[src/rtl/rat_reduce_if.sv]
// Handshake bundle for rat_reduce: unreduced num/den in, reduced num/den/err out.
interface rat_reduce_if #(parameter int WIDTH = 32);
   logic             in_valid;
   logic             in_ready;
   logic [WIDTH-1:0] in_num;
   logic [WIDTH-1:0] in_den;
   logic             out_valid;
   logic             out_ready;
   logic [WIDTH-1:0] out_num;
   logic [WIDTH-1:0] out_den;
   logic             out_err;

   modport master (
      output in_valid, in_num, in_den, out_ready,
      input  in_ready, out_valid, out_num, out_den, out_err
   );

   modport slave (
      input  in_valid, in_num, in_den, out_ready,
      output in_ready, out_valid, out_num, out_den, out_err
   );
endinterface

[src/rtl/rat_reduce.sv]
// Rational normaliser: Stein GCD, then two restoring dividers (n0/g, d0/g).
// Optional RAT_REDUCE_FASTPATH_EN skips the divide when g==1.
module rat_reduce #(
   parameter int WIDTH = 32
) (
   input  logic       clk,
   input  logic       rst_n,
   rat_reduce_if.slave bus
);
   localparam int KW = $clog2(WIDTH) + 1;

   typedef enum logic [1:0] {IDLE, GCD, DIV, DONE} state_t;
   state_t state, state_nxt;

   logic [WIDTH-1:0] n0, d0, a, b, g;
   logic [WIDTH-1:0] rn, rd, qn, qd;
   logic [KW-1:0]    k, cnt;
   logic [WIDTH-1:0] out_num, out_den;
   logic             out_err;

   logic             gcd_done;
   logic [WIDTH-1:0] g_calc;
   logic [WIDTH:0]   rn_sh, rd_sh;
   logic             ge_n, ge_d;
   logic [WIDTH-1:0] rn_nxt, rd_nxt;
   logic             div_last;
   logic             fast_hit;

   assign gcd_done = (a == b) || (a == '0) || (b == '0);
   assign g_calc   = ((a == '0) || (b == '0)) ? ((a | b) << k) : (a << k);

   // a/b are reused as the dividend shift registers during DIV
   assign rn_sh  = {rn, a[WIDTH-1]};
   assign rd_sh  = {rd, b[WIDTH-1]};
   assign ge_n   = rn_sh >= {1'b0, g};
   assign ge_d   = rd_sh >= {1'b0, g};
   assign rn_nxt = ge_n ? WIDTH'(rn_sh - {1'b0, g}) : rn_sh[WIDTH-1:0];
   assign rd_nxt = ge_d ? WIDTH'(rd_sh - {1'b0, g}) : rd_sh[WIDTH-1:0];
   assign div_last = (cnt == KW'(WIDTH - 1));

`ifdef RAT_REDUCE_FASTPATH_EN
   assign fast_hit = (g_calc == WIDTH'(1));
`else
   assign fast_hit = 1'b0;
`endif

   assign bus.in_ready  = (state == IDLE);
   assign bus.out_valid = (state == DONE);
   assign bus.out_num   = out_num;
   assign bus.out_den   = out_den;
   assign bus.out_err   = out_err;

   always_ff @(posedge clk or negedge rst_n) begin
      if (!rst_n) state <= IDLE;
      else        state <= state_nxt;
   end

   always_comb begin
      state_nxt = state;
      case (state)
         IDLE: if (bus.in_valid) begin
            if (bus.in_den == '0 || bus.in_num == '0) state_nxt = DONE;
            else                                       state_nxt = GCD;
         end
         GCD:  if (gcd_done) state_nxt = fast_hit ? DONE : DIV;
         DIV:  if (div_last) state_nxt = DONE;
         DONE: if (bus.out_ready) state_nxt = IDLE;
         default: state_nxt = IDLE;
      endcase
   end

   always_ff @(posedge clk or negedge rst_n) begin
      if (!rst_n) begin
         n0 <= '0; d0 <= '0; a <= '0; b <= '0; g <= '0;
         rn <= '0; rd <= '0; qn <= '0; qd <= '0;
         k <= '0; cnt <= '0;
         out_num <= '0; out_den <= '0; out_err <= 1'b0;
      end else begin
         case (state)
            IDLE: if (bus.in_valid) begin
               n0 <= bus.in_num;
               d0 <= bus.in_den;
               a  <= bus.in_num;
               b  <= bus.in_den;
               k  <= '0;
               if (bus.in_den == '0) begin
                  out_num <= bus.in_num;
                  out_den <= '0;
                  out_err <= 1'b1;
               end else if (bus.in_num == '0) begin
                  out_num <= '0;
                  out_den <= WIDTH'(1);
                  out_err <= 1'b0;
               end
            end
            GCD: if (gcd_done) begin
               g   <= g_calc;
               a   <= n0;
               b   <= d0;
               rn  <= '0;
               rd  <= '0;
               cnt <= '0;
               if (fast_hit) begin
                  out_num <= n0;
                  out_den <= d0;
                  out_err <= 1'b0;
               end
            end else begin
               case ({a[0], b[0]})
                  2'b00: begin a <= a >> 1; b <= b >> 1; k <= k + KW'(1); end
                  2'b01: a <= a >> 1;
                  2'b10: b <= b >> 1;
                  default: begin
                     if (a > b) a <= (a - b) >> 1;
                     else       b <= (b - a) >> 1;
                  end
               endcase
            end
            DIV: begin
               a   <= a << 1;
               b   <= b << 1;
               rn  <= rn_nxt;
               rd  <= rd_nxt;
               qn  <= {qn[WIDTH-2:0], ge_n};
               qd  <= {qd[WIDTH-2:0], ge_d};
               cnt <= cnt + KW'(1);
               if (div_last) begin
                  out_num <= {qn[WIDTH-2:0], ge_n};
                  out_den <= {qd[WIDTH-2:0], ge_d};
                  out_err <= 1'b0;
               end
            end
            default: ;
         endcase
      end
   end
endmodule

[src/flat_wrapper.sv]
// flat-port wrapper written by rule: the top's interface ports become plain ports
module rat_reduce_flat 
#(
   parameter int WIDTH = 32
)
  (clk, rst_n, bus_in_valid, bus_in_num, bus_in_den, bus_out_ready, bus_in_ready, bus_out_valid, bus_out_num, bus_out_den, bus_out_err);
  rat_reduce_if #(.WIDTH(WIDTH)) bus_i ();
  input  logic clk;
  input  logic rst_n;
  input wire logic [$bits(bus_i.in_valid)-1:0] bus_in_valid;
  input wire logic [$bits(bus_i.in_num)-1:0] bus_in_num;
  input wire logic [$bits(bus_i.in_den)-1:0] bus_in_den;
  input wire logic [$bits(bus_i.out_ready)-1:0] bus_out_ready;
  output wire logic [$bits(bus_i.in_ready)-1:0] bus_in_ready;
  output wire logic [$bits(bus_i.out_valid)-1:0] bus_out_valid;
  output wire logic [$bits(bus_i.out_num)-1:0] bus_out_num;
  output wire logic [$bits(bus_i.out_den)-1:0] bus_out_den;
  output wire logic [$bits(bus_i.out_err)-1:0] bus_out_err;
  assign bus_i.in_valid = bus_in_valid;
  assign bus_i.in_num = bus_in_num;
  assign bus_i.in_den = bus_in_den;
  assign bus_i.out_ready = bus_out_ready;
  assign bus_in_ready = bus_i.in_ready;
  assign bus_out_valid = bus_i.out_valid;
  assign bus_out_num = bus_i.out_num;
  assign bus_out_den = bus_i.out_den;
  assign bus_out_err = bus_i.out_err;
  rat_reduce #(.WIDTH(WIDTH)) u_core (.clk(clk), .rst_n(rst_n), .bus(bus_i));
endmodule
[config.mk]
export PLATFORM = sky130hd
export DESIGN_NAME = rat_reduce_flat
export DESIGN_NICKNAME = d
export VERILOG_FILES = /design/src/rtl/rat_reduce_if.sv /design/src/rtl/rat_reduce.sv /design/src/flat_wrapper.sv
export SDC_FILE = /design/constraint.sdc
export NUM_CORES = 1
export LEC_CHECK = 0
export CORE_UTILIZATION = 38
export CTS_BUF_LIST = sky130_fd_sc_hd__clkbuf_4 sky130_fd_sc_hd__clkbuf_8 sky130_fd_sc_hd__clkbuf_16
export DETAILED_ROUTE_END_ITERATION = 6
export PLACE_DENSITY_LB_ADDON = 0.05
export SLEW_MARGIN = 20
export SYNTH_ARGS = -nofsm -noshare
export SYNTH_HDL_FRONTEND = slang
export SYNTH_SLANG_ARGS = --single-unit
[constraint.sdc]
create_clock -name clk -period 7.7 [get_ports clk]
set_input_delay 1.54 -clock clk [delete_from_list [all_inputs] [get_ports clk]]
set_output_delay 1.54 -clock clk [all_outputs]
set_load 0.05 [all_outputs]
* After elaboration in Yosys (flattened, before gate mapping) *
Cells that the tools add are included.

word-level totals
  bits in registers = 365
  bits of input ports = 68
  output and inout bits = 67
  word-level logic and storage cells = 112

operators by class
  add/sub/neg operators = 6
  magnitude comparators = 3
  equality and inequality tests = 18
  shift operators = 2
  muxes and demuxes = 43
  bitwise logic cells = 1
  reduce and logical (&&, ||, !) cells = 24

operators by type and width
  operator                                        number
  2-to-1 mux 32 bit                               18
  case mux 32 bit (2 select lines)                6
  case mux 32 bit (3 select lines)                2
  zero test 32 bit                                4
  subtractor 32 bit                               4
  >= comparator 33 x 32 -> 1 bit                  2
  left shift 32 x 6 -> 32 bit                     2
  == test 32 bit                                  1
  greater-than comparator 32 bit                  1
  OR 32 bit                                       1
  2-to-1 mux 6 bit                                4
  case mux 6 bit (2 select lines)                 2
  AND reduction 4 bit                             5
  adder 6 x 1 -> 6 bit (second input constant)    2
  2-to-1 mux 2 bit                                5
  != test 2 bit (second input constant)           4
  case mux 2 bit (4 select lines)                 1
  == test 2 bit (second input constant)           3
  == test 6 x 5 -> 1 bit (second input constant)  1
  != test 3 x 2 -> 1 bit (second input constant)  2
  AND reduction 2 bit                             3
  nonzero test 2 bit                              3
  == test 2 x 1 -> 1 bit (second input constant)  2
  zero test 2 bit                                 2
  other kinds (9)                                 17

* Longest topological paths before layout *
Gate-level depths: netlist of run 1.

  depth after elaboration = 5
  gate-level depth with buffers = 16
  depth with buffers taken out = 14

* Worst setup path after synthesis of run 1 *
OpenSTA, ideal clock, no wires.

  path type = reg2reg
  from = reg u_core.a[0]
  to = reg u_core.b[25]
  setup time = 140 ps
  data arrival time = 3,290 ps
  data required time = 7,560 ps
  path slack = 4,270 ps
  stages on the path, launching flop included = 16
  buffers on the path = 1
  clock period less this slack = 3,430 ps
  path through = dfrtp_1 > inv_1 > ha_1 > inv_1 > fa_1 > nor2b_1 > o311ai_1 > a31oi_1 > nor4_1 > o31ai_1 > nand2_1 > a21oi_1 > a221o_1 > buf_6 > a2111oi_2 > a221oi_2

on the way
  cells in the longest elaborated chain, start to end = 5
  elaborated cells between the ends (all ways) = 17
  those cells by class = add/sub (1); order compare (1); eq/ne (5); mux (4); reduce/logical (6)

RTL lines
  what                                                                            RTL line                             text
  from (decl)                                                                     rat_reduce.sv:15                     logic [WIDTH-1:0] n0, d0, a, b, g;
  from (signal assigned)                                                          rat_reduce.sv:83                     a <= bus.in_num;
  from (signal assigned)                                                          rat_reduce.sv:98                     a <= n0;
  from (signal assigned)                                                          rat_reduce.sv:110                    2'b00: begin a <= a >> 1; b <= b >> 1; k <= k + KW'(1); end
  subtractor 32 bit, or another cell as far along                                 rat_reduce.sv:115                    else b <= (b - a) >> 1;
  2-to-1 mux 32 bit, or another cell as far along                                 rat_reduce.sv:114                    if (a > b) a <= (a - b) >> 1;
  case mux 32 bit (2 select lines) / logical OR 1 bit (equally long branches)     rat_reduce.sv:109, rat_reduce.sv:29
  2-to-1 mux 32 bit, or another cell as far along                                 rat_reduce.sv:96                     GCD: if (gcd_done) begin
  case mux 32 bit (3 select lines) / AND reduction 4 bit (equally long branches)  -
  to (signal assigned)                                                            rat_reduce.sv:110
  to (signal assigned)                                                            rat_reduce.sv:112                    2'b10: b <= b >> 1;
  to (signal assigned)                                                            rat_reduce.sv:115
  to (decl)                                                                       rat_reduce.sv:15

Parallel ways exist; a longest one is shown, timed or not. The select of a mux whose other input is x is not followed.
A chain may end at the register's enable or synchronous reset.

* Worst setup path after layout of run 1 *
  from = reg u_core.b[27]
  to = reg u_core.b[26]

on the way
  cells in the longest elaborated chain, start to end = 5
  elaborated cells between the ends (all ways) = 13
  those cells by class = add/sub (1); order compare (1); eq/ne (3); mux (4); reduce/logical (4)

RTL lines
  what                                                                            RTL line                             text
  from (signal assigned)                                                          rat_reduce.sv:84                     b <= bus.in_den;
  from (signal assigned)                                                          rat_reduce.sv:110
  from (signal assigned)                                                          rat_reduce.sv:112
  subtractor 32 bit / == test 32 bit (equally long branches)                      rat_reduce.sv:115, rat_reduce.sv:29
  2-to-1 mux 32 bit / logical OR 1 bit (equally long branches)                    rat_reduce.sv:114, rat_reduce.sv:29
  case mux 32 bit (2 select lines) / logical OR 1 bit (equally long branches)     rat_reduce.sv:109, rat_reduce.sv:29
  2-to-1 mux 32 bit, or another cell as far along                                 rat_reduce.sv:96
  case mux 32 bit (3 select lines) / AND reduction 4 bit (equally long branches)  -

Parallel ways exist; a longest one is shown, timed or not. The select of a mux whose other input is x is not followed.

==> impl_metrics.py, run 1 <==
metrics = {
    "floorplan": {
        "initial_core_util_pct": 38.5,
        "core.rowCount": 95,
        "die_area_um2": 69300,
        "ios": 135,
        "die_width_um": 263,
        "core_area_um2": 67300,
        "die-height_um": 263,
    },
    "detailed_routing": {
        "drtPass1Iterations": 5,
        "post-route-drc-count": 0,
        "avgViaCountPerCell": 5.89,
        "drtIter0Drc": 1736,
        "antenna_left": 0,
        "routed-via-count": 23300,
        "detail_route.wl_per_cell_um": 23.6,
        "routed_wl_mm": 93.2,
    },
    "synthesis": {
        "syn_area_per_cell_um2": 8.64,
        "synth_top_cell_by_area": "dfrtp_1",
        "synth.most_common_cell": "nand2_1",
        "synth_top_family_by_area": "compound AO/OA/AOI/OAI gates",
        "synthCells": 3000,
        "yosysSeqAreaShare_pct": 35.2,
        "synthAdderAreaFrac_pct": 8.32,
        "synth_top_area_share_pct": 35.2,
        "syn-cell-area_um2": 25900,
        "synth_area_leaders": "dfrtp_1 (35%), ha_1 (8.0%), o21ai_0 (5.9%), nand2_1 (5.5%), mux2_2 (4.6%)",
        "ys_ff_latch": 365,
        "ys_warn_count": 0,
        "synthSimpleGateAreaFrac_pct": 14.1,
        "synth_edf_count": 0,
        "synth_compound_gate_area_share_pct": 23.4,
        "ys.flop_type": "dfrtp_1",
        "synthArstFlopShare_pct": 100,
        "synth-xor-area-share_pct": 3.62,
        "ys_types": 82,
        "synth_mux_area_share_pct": 9.44,
        "synth_fp_nets": 3238,
        "synth_commonest_cells": "nand2_1 (378), dfrtp_1 (365), o21ai_0 (305)",
    },
    "global_route": {
        "antenna_found_initial": 0,
        "grt_pass1_vias": 23300,
        "grt_max_degree": 167,
        "grt_overflow": 0,
        "grt_use_total_pct": 26.7,
        "grt_first_pass_wirelength_mm": 145,
    },
    "layout": {
        "fin_nets": 3275,
        "fill_cells": 6714,
        "drive_gt1_share_pct": 9.92,
        "multi_input_area_um2": 15300,
        "synthToLayoutAreaGrowth_pct": 14.1,
        "register_area_um2": 9130,
        "diodes": 0,
    },
    "clock_tree": {
        "htreeDepth": 2,
        "cts_root_buffer": "clkbuf_16",
        "tritoncts": "yes",
        "cts_resized": 0,
        "path_clk_slew_ps": 60,
        "cts_buffer_depth": 3,
        "cts_inserted_buffers": 46,
        "cts_hold_buf": 0,
        "cts_setup_buffers": 0,
        "clk_latency_ps": 600,
        "cts.sinks": 365,
    },
    "place": {
        "dpl.hpwl_mm": 68.4,
        "gp_congestion": 0.953,
        "port_buffers": 134,
    },
    "critical_path": {
        "cp_max_fo": 31,
        "startpoint_type": "flip-flop",
        "crit_type": "reg -> reg",
        "arrival_ps": 5420,
        "end_kind": "flip-flop",
        "cp.required_ps": 8200,
    },
    "run": {
        "drv_cap": 0,
    },
    "timing": {
        "maxSlewHeadroom_pct": 32.0,
        "drv_slew": 0,
        "tightest_slew_ps": 1020,
        "post-route-period-util_pct": 63.9,
        "clock_skew_ps": 26.9,
        "finalCriticalPeriod_ps": 4920,
        "timing.fmax_ghz": 0.203,
        "finalSetupViolations": 0,
        "hold_viol_final": 0,
        "rsz0062_at_grt": "no",
        "fin_setup_tns_ps": 0,
    },
    "outcome": {
        "status": "finished clean",
    },
    "worst_hold_path": {
        "min_path_type": "reg -> reg",
    },
}
worst max-delay path, cell delays in order, from the launching register on:
cell and delay, ps:
dfrtp_1 600, inv_1 120, ha_1 450, or4_1 610, nor4_2 480, and3_1 360, nor2_1 100, buf_4 300
nor2_4 720, buf_4 440, a222oi_1 140, o21ai_0 150, nor2_1 90, o31ai_2 230
metrics by stage:
| stage | hold WS, ps | util, % | cells | worst slack (ps) | cell area, um2 |
|---|---|---|---|---|---|
| detailed placement | 456 | 41.6 | 3862 | 2750 | 28000 |
| floorplan | 449 | - | 3000 | 4270 | 25900 |
| global route | 485 | 44.0 | 3948 | 2570 | 29600 |
| global placement | 454 | 41.6 | 3862 | 2740 | 28000 |
| finish | 464 | 44.0 | 3948 | 2780 | 29600 |
| CTS | 469 | 44.0 | 3948 | 2890 | 29600 |
worst paths after layout:
kind,from,endpoint,slack [ps],depth (start not counted)
max,u_core.b[27],u_core.b[26],2780,13
min,u_core.bus.out_num[10],u_core.bus.out_num[10],460,2
max reg2reg,u_core.b[27],u_core.b[26],2780,13
min reg2reg,u_core.bus.out_num[10],u_core.bus.out_num[10],460,2
max in group asynchronous,rst_n,u_core.qn[7],5330,2
min in group asynchronous,rst_n,u_core.rn[12],930,1
layout make-up:
class / count / area share, %
repair buffers: 169 / 5.52
clock buffers: 59 / 4.37
inverters: 212 / 2.69
multi-input cells: 2243 / 51.8
well taps: 873 / 3.69
flip-flops and latches: 365 / 30.9
clock inverters: 27 / 1.01
kinds of logic after synthesis:
| logic type | after synthesis |
|---|---|
| compound gates | 943 |
| simple gates | 822 |
| buf+inv | 392 |
| flops | 365 |
| mux | 201 |
| fa+ha+maj | 170 |
| xor+xnor | 107 |
routing by layer:
layer	wire length [um]	share of wire [%]	global-route usage (%)	up-vias
met2	44800	48	45.3	588
met3	3820	4.1	2.64	160
met5	0	0	0	-
li1	-	-	-	10900
met4	3860	4.1	10.8	0
met1	40700	44	34.9	11600
placed cells by master, fill, tap and decap left out, drive strengths merged, types with 36 or more instances in the layout:
master / Yosys / layout
xnor2: 87 / 87
buf: 46 / 36
clkdlybuf4s50: 0 / 133
a21oi: 217 / 217
nor4: 54 / 54
dfrtp: 365 / 365
mux2: 107 / 107
nor3: 42 / 42
clkbuf: 134 / 59
mux2i: 70 / 70
inv: 209 / 209
a21o: 45 / 45
o31ai: 44 / 44
ha: 166 / 166
nand2: 378 / 378
nand3: 36 / 36
o21ai: 307 / 307
nor2: 203 / 203
Power of run 1 is left out: the tool's default activity adds up to more than one toggle a clock period on the data nets, which glitch-free logic cannot reach.
==> inputs of run 2 (changes only) <==
==> constraint.sdc (replaced) <==
create_clock -name clk -period 4.5 [get_ports clk]
set_input_delay 0.9 -clock clk [delete_from_list [all_inputs] [get_ports clk]]
set_output_delay 0.9 -clock clk [all_outputs]
set_load 0.05 [all_outputs]
==> run 2 against run 1 <==
- critical path depth increased by 2
- register-to-register slack got worse by 2400 ps
- clock-buffer cell count rose by 3
- via count rose by 2.5%
- global-route usage grew 0.85 points
- largest cell class unchanged
==> impl_metrics.py, run 2 (synthesis results as in run 1) <==
metrics = {
    "detailed_routing": {
        "avgViaCountPerCell": 5.85,
        "routed_wl_mm": 96.6,
        "routed-via-count": 23800,
        "drtPass1Iterations": 5,
        "drtIter0Drc": 1877,
        "post-route-drc-count": 0,
        "antenna_left": 0,
        "detail_route.wl_per_cell_um": 23.7,
    },
    "layout": {
        "fin_nets": 3402,
        "final_common_cell": "nand2_1",
        "drive_gt1_share_pct": 13.5,
        "most-common-layout-cells": "nand2_1 (376), dfrtp_1 (365), o21ai_0 (305)",
        "diodes": 0,
        "synthToLayoutAreaGrowth_pct": 18.6,
        "fill_cells": 6637,
    },
    "critical_path": {
        "path_cells": "ha_1 -> inv_1 -> fa_1 -> nor2b_1 -> o311ai_1 -> buf_4 -> a31oi_1 -> nor4_1 -> buf_4 -> o31ai_1 -> nand2_1 -> a21oi_1 -> o21ai_4 -> buf_4 -> mux2_2",
        "cp_max_fo": 23,
        "cp.required_ps": 4980,
        "cpPeakStageDelay_ps": 690,
        "arrival_ps": 4550,
        "path_common_cell": "buf_4",
        "end_kind": "flip-flop",
        "slowest_stage": "o21ai_4",
        "startpoint_type": "flip-flop",
        "crit_type": "reg -> reg",
    },
    "timing": {
        "clock_skew_ps": 17.2,
        "timing.fmax_ghz": 0.246,
        "rsz0062_at_grt": "no",
        "drv_slew": 0,
        "finalCriticalPeriod_ps": 4070,
        "maxSlewHeadroom_pct": 27.7,
        "post-route-period-util_pct": 90.4,
        "tightest_slew_ps": 1080,
        "fin_setup_tns_ps": 0,
        "hold_viol_final": 0,
        "finalSetupViolations": 0,
    },
    "clock_tree": {
        "cts_root_buffer": "clkbuf_16",
        "path_clk_slew_ps": 60,
        "cts_setup_buffers": 0,
        "cts_inserted_buffers": 47,
        "cts.sinks": 365,
        "cts_hold_buf": 0,
        "cts_resized": 0,
        "tritoncts": "yes",
        "cts_buffer_depth": 3,
        "htreeDepth": 2,
        "clk_latency_ps": 600,
    },
    "global_route": {
        "grt_use_total_pct": 27.6,
        "antenna_found_initial": 0,
        "grt_pass1_vias": 23800,
        "grt_max_degree": 84,
        "grt_first_pass_wirelength_mm": 149,
        "grt_overflow": 0,
    },
    "outcome": {
        "status": "finished clean",
    },
    "floorplan": {
        "die_width_um": 263,
        "core_area_um2": 67300,
        "core.rowCount": 95,
        "initial_core_util_pct": 38.5,
        "ios": 135,
        "die_area_um2": 69300,
        "die-height_um": 263,
    },
    "worst_hold_path": {
        "min_path_type": "in -> async",
    },
    "place": {
        "gp_congestion": 0.955,
        "dpl.hpwl_mm": 73.3,
        "port_buffers": 134,
    },
    "run": {
        "drv_cap": 0,
    },
}
## run 2: changes by cell type in the layout (fill, tap and decap cells not counted), sizes merged
cell / previous run / this run
clkinv: 21 / 18
bufinv: 4 / 5
clkinvlp: 5 / 3
buf: 36 / 162
inv: 209 / 211
clkbuf: 59 / 62
## run 2: metrics by stage
step | setup WS [ps] | cells | util, % | cell area (um2) | hold WS (ps)
2_1_floorplan | 1070 | 3000 | - | 25900 | 449
3_3_place_gp | 427 | 3988 | 43.2 | 29100 | 458
3_5_place_dp | 422 | 3988 | 43.2 | 29100 | 455
4_1_cts | 427 | 4075 | 45.7 | 30700 | 352
5_1_grt | 196 | 4075 | 45.7 | 30700 | 358
6_report | 432 | 4075 | 45.7 | 30700 | 299
## run 2: final timing paths
| check | from | slack [ps] | to | cells after the start |
|---|---|---|---|---|
| max in group asynchronous | rst_n | 3140 | u_core.n0[27] | 2 |
| worst max-delay path | u_core.b[0] | 430 | u_core.a[28] | 15 |
| min in group clk | u_core.bus.out_num[7] | 470 | u_core.bus.out_num[7] | 2 |
| worst min register to register | u_core.bus.out_num[7] | 470 | u_core.bus.out_num[7] | 2 |
| worst max register to register | u_core.b[0] | 430 | u_core.a[28] | 15 |
| worst min-delay path | rst_n | 300 | u_core.rn[7] | 1 |
## run 2: final cells by class
type / count / area (um2) / area share, %
clock buffers: 62 / 1330 / 4.34
clock inverters: 25 / 313 / 1.02
inverters: 212 / 796 / 2.59
multi-input cells: 2243 / 15300 / 49.9
flip-flops and latches: 365 / 9130 / 29.7
well taps: 873 / 1090 / 3.55
repair buffers: 295 / 2730 / 8.88
## run 2: critical path: cells and delay by family (launching register included)
kind | cells | cell delay (ps)
fa+ha+maj | 2 | 590
compound gates | 5 | 1330
buf+inv | 4 | 670
simple gates | 3 | 570
flops | 1 | 450
mux | 1 | 330
## run 2: layer usage
metal / GRT usage [%] / vias to the layer above / wire, um
li1: - / 11200 / -
met1: 35.8 / 11900 / 42000
met2: 48.0 / 646 / 47700
met3: 3.21 / 149 / 4190
met4: 8.14 / 0 / 2690
met5: 0 / - / 0
Power of run 2 is left out for the same reason.
==> RTL edit: new RTL, config.mk and constraints of run 2 <==
`WIDTH` is set to 32 in 3 places; all go to 16.
--- a/src/rtl/rat_reduce_if.sv
+++ b/src/rtl/rat_reduce_if.sv
@@ -1,5 +1,5 @@
 // Handshake bundle for rat_reduce: unreduced num/den in, reduced num/den/err out.
-interface rat_reduce_if #(parameter int WIDTH = 32);
+interface rat_reduce_if #(parameter int WIDTH = 16);
    logic             in_valid;
    logic             in_ready;
    logic [WIDTH-1:0] in_num;
--- a/src/rtl/rat_reduce.sv
+++ b/src/rtl/rat_reduce.sv
@@ -1,7 +1,7 @@
 // Rational normaliser: Stein GCD, then two restoring dividers (n0/g, d0/g).
 // Optional RAT_REDUCE_FASTPATH_EN skips the divide when g==1.
 module rat_reduce #(
-   parameter int WIDTH = 32
+   parameter int WIDTH = 16
 ) (
    input  logic       clk,
    input  logic       rst_n,
--- a/src/flat_wrapper.sv
+++ b/src/flat_wrapper.sv
@@ -1,7 +1,7 @@
 // flat-port wrapper written by rule: the top's interface ports become plain ports
 module rat_reduce_flat 
 #(
-   parameter int WIDTH = 32
+   parameter int WIDTH = 16
 )
   (clk, rst_n, bus_in_valid, bus_in_num, bus_in_den, bus_out_ready, bus_in_ready, bus_out_valid, bus_out_num, bus_out_den, bus_out_err);
   rat_reduce_if #(.WIDTH(WIDTH)) bus_i ();
Interface: changed (resized bus_in_den, bus_in_num, bus_out_den and bus_out_num); port bits go from 135 to 71. The function was not compared with the original's and may differ.
==> RTL edit against run 2 <==
Area after synthesis is 50% lower. Wire length is 58% lower. Worst setup slack better by 160 ps. Hold slack better by 180 ps. Design area is 52% lower. Sequential cell count is 178 lower. Core utilization is 1.6 points lower. Critical endpoint is now u_core.b[13].
Power is left out: the tool's default activity adds up to more than one toggle a clock period on the data nets, which glitch-free logic cannot reach.
==> RTL edit: results (changes against run 2) <==
Yosys:
- Yosys attributes the largest share of cell area to dfrtp_1 (36%), ha_1 (8.4%), mux2_2 (6.0%), nor2_1 (3.6%), o21ai_0 (3.3%).
- The mean post-synth cell area is 9.38 µm² (+8.6%).
- The portion of the post-synthesis area used by sequential elements is 36.1% (+0.91 points).
- The net count after synthesis is 1507 (-53%).
- The post-synthesis share of cell area spent on xor and xnor gates is 2.91% (-0.71 points).
- The arithmetic-cell share of the synthesized area counting full adders, half adders and majority gates is 9.03% (+0.70 points).

Global routing:
- The wire length of the first global-routing pass is 63.9 mm (-57%).
- The via count of the first global-routing pass was 10800 (-55%).
- The maximum number of pins on one net before global-route repair is 83 (-1.2%).
- The aggregate global-route resource usage was 23.6% (-4.0 points).

Placed design:
- The total cell area at the placement stage is 14200 µm² (-51%).
- The post-detailed-placement half-perimeter wirelength is 29.9 mm (-59%).
- The number of port buffers is 70 (-48%).
- The placed instance count came to 1854 (-54%).

Setup path:
- The setup slack of the most critical reg-to-reg path is 590 ps (+160 ps).
- In this run the worst setup path terminates at u_core.b[13].
- Among all stages on the critical path, the largest delay is contributed by a21oi_2.
- The endpoint arrival time on the critical path is 4290 ps (-260 ps).
- The depth of the worst register-to-register path came to 13 (-2).

Final layout:
- The fraction of final layout cells sized beyond drive strength 1 is 12.5% (-0.97 points).
- The multi-input logic portion of the cell area is 51.3% (+1.4 points).
- The filler cell count in the final layout is 3359 (-49%).
- The number of flip-flops and latches is 187 (-49%).
- The number of non-clock buffers is 109 (-63%).
- The final net count is 1552 (-54%).
- The final-layout clock-cell area share is 4.00% (-1.4 points).

Clocking:
- The clock slew at the register clock pins of the worst setup and hold paths came to 80 ps (+20 ps).
- The insertion delay to the later sink of the worst-skew pair is 450 ps (-150 ps).

Status:
- The run finished with clean final reports.

STA:
- The post-layout worst setup margin came to 589 ps (+157 ps).
- The maximum clock skew at final layout is 19.5 ps (+2.34 ps).

Route:
- The routed wire length is 40.6 mm (-58%).
- The average wire per standard cell is 21.5 µm (-9.1%).
[RTL edit: changes by cell type in the layout (fill, tap and decap cells not counted), sizes merged, moves of 43 or more]
cell,change
clkbuf,-43
clkdlybuf4s50,-64
ha,-79
dfrtp,-178
buf,-123
xnor2,-56
nor2,-77
nand2,-270
inv,-114
o21ai,-216
a21oi,-151
[RTL edit: how the worst min path moves through the flow]
stage	slack, ps	endpoint	cells after the start	startpoint
final	480	u_core.rn[6]	1	rst_n
after global placement	460	u_core.cnt[4]	2	u_core.cnt[4]
after global routing	510	u_core.bus.out_den[0]	1	u_core.bus.out_den[0]
after CTS	490	u_core.cnt[4]	2	u_core.cnt[4]
after detailed placement	470	u_core.cnt[4]	2	u_core.cnt[4]
after floorplan	450	u_core.cnt[4]	2	u_core.cnt[4]
[RTL edit: per-layer routing]
metal | routed length [µm] | up-vias
met1 | 18400 | 5427
met4 | 1120 | 0
met3 | 1800 | 62
met5 | 0 | -
li1 | - | 5176
met2 | 19300 | 257
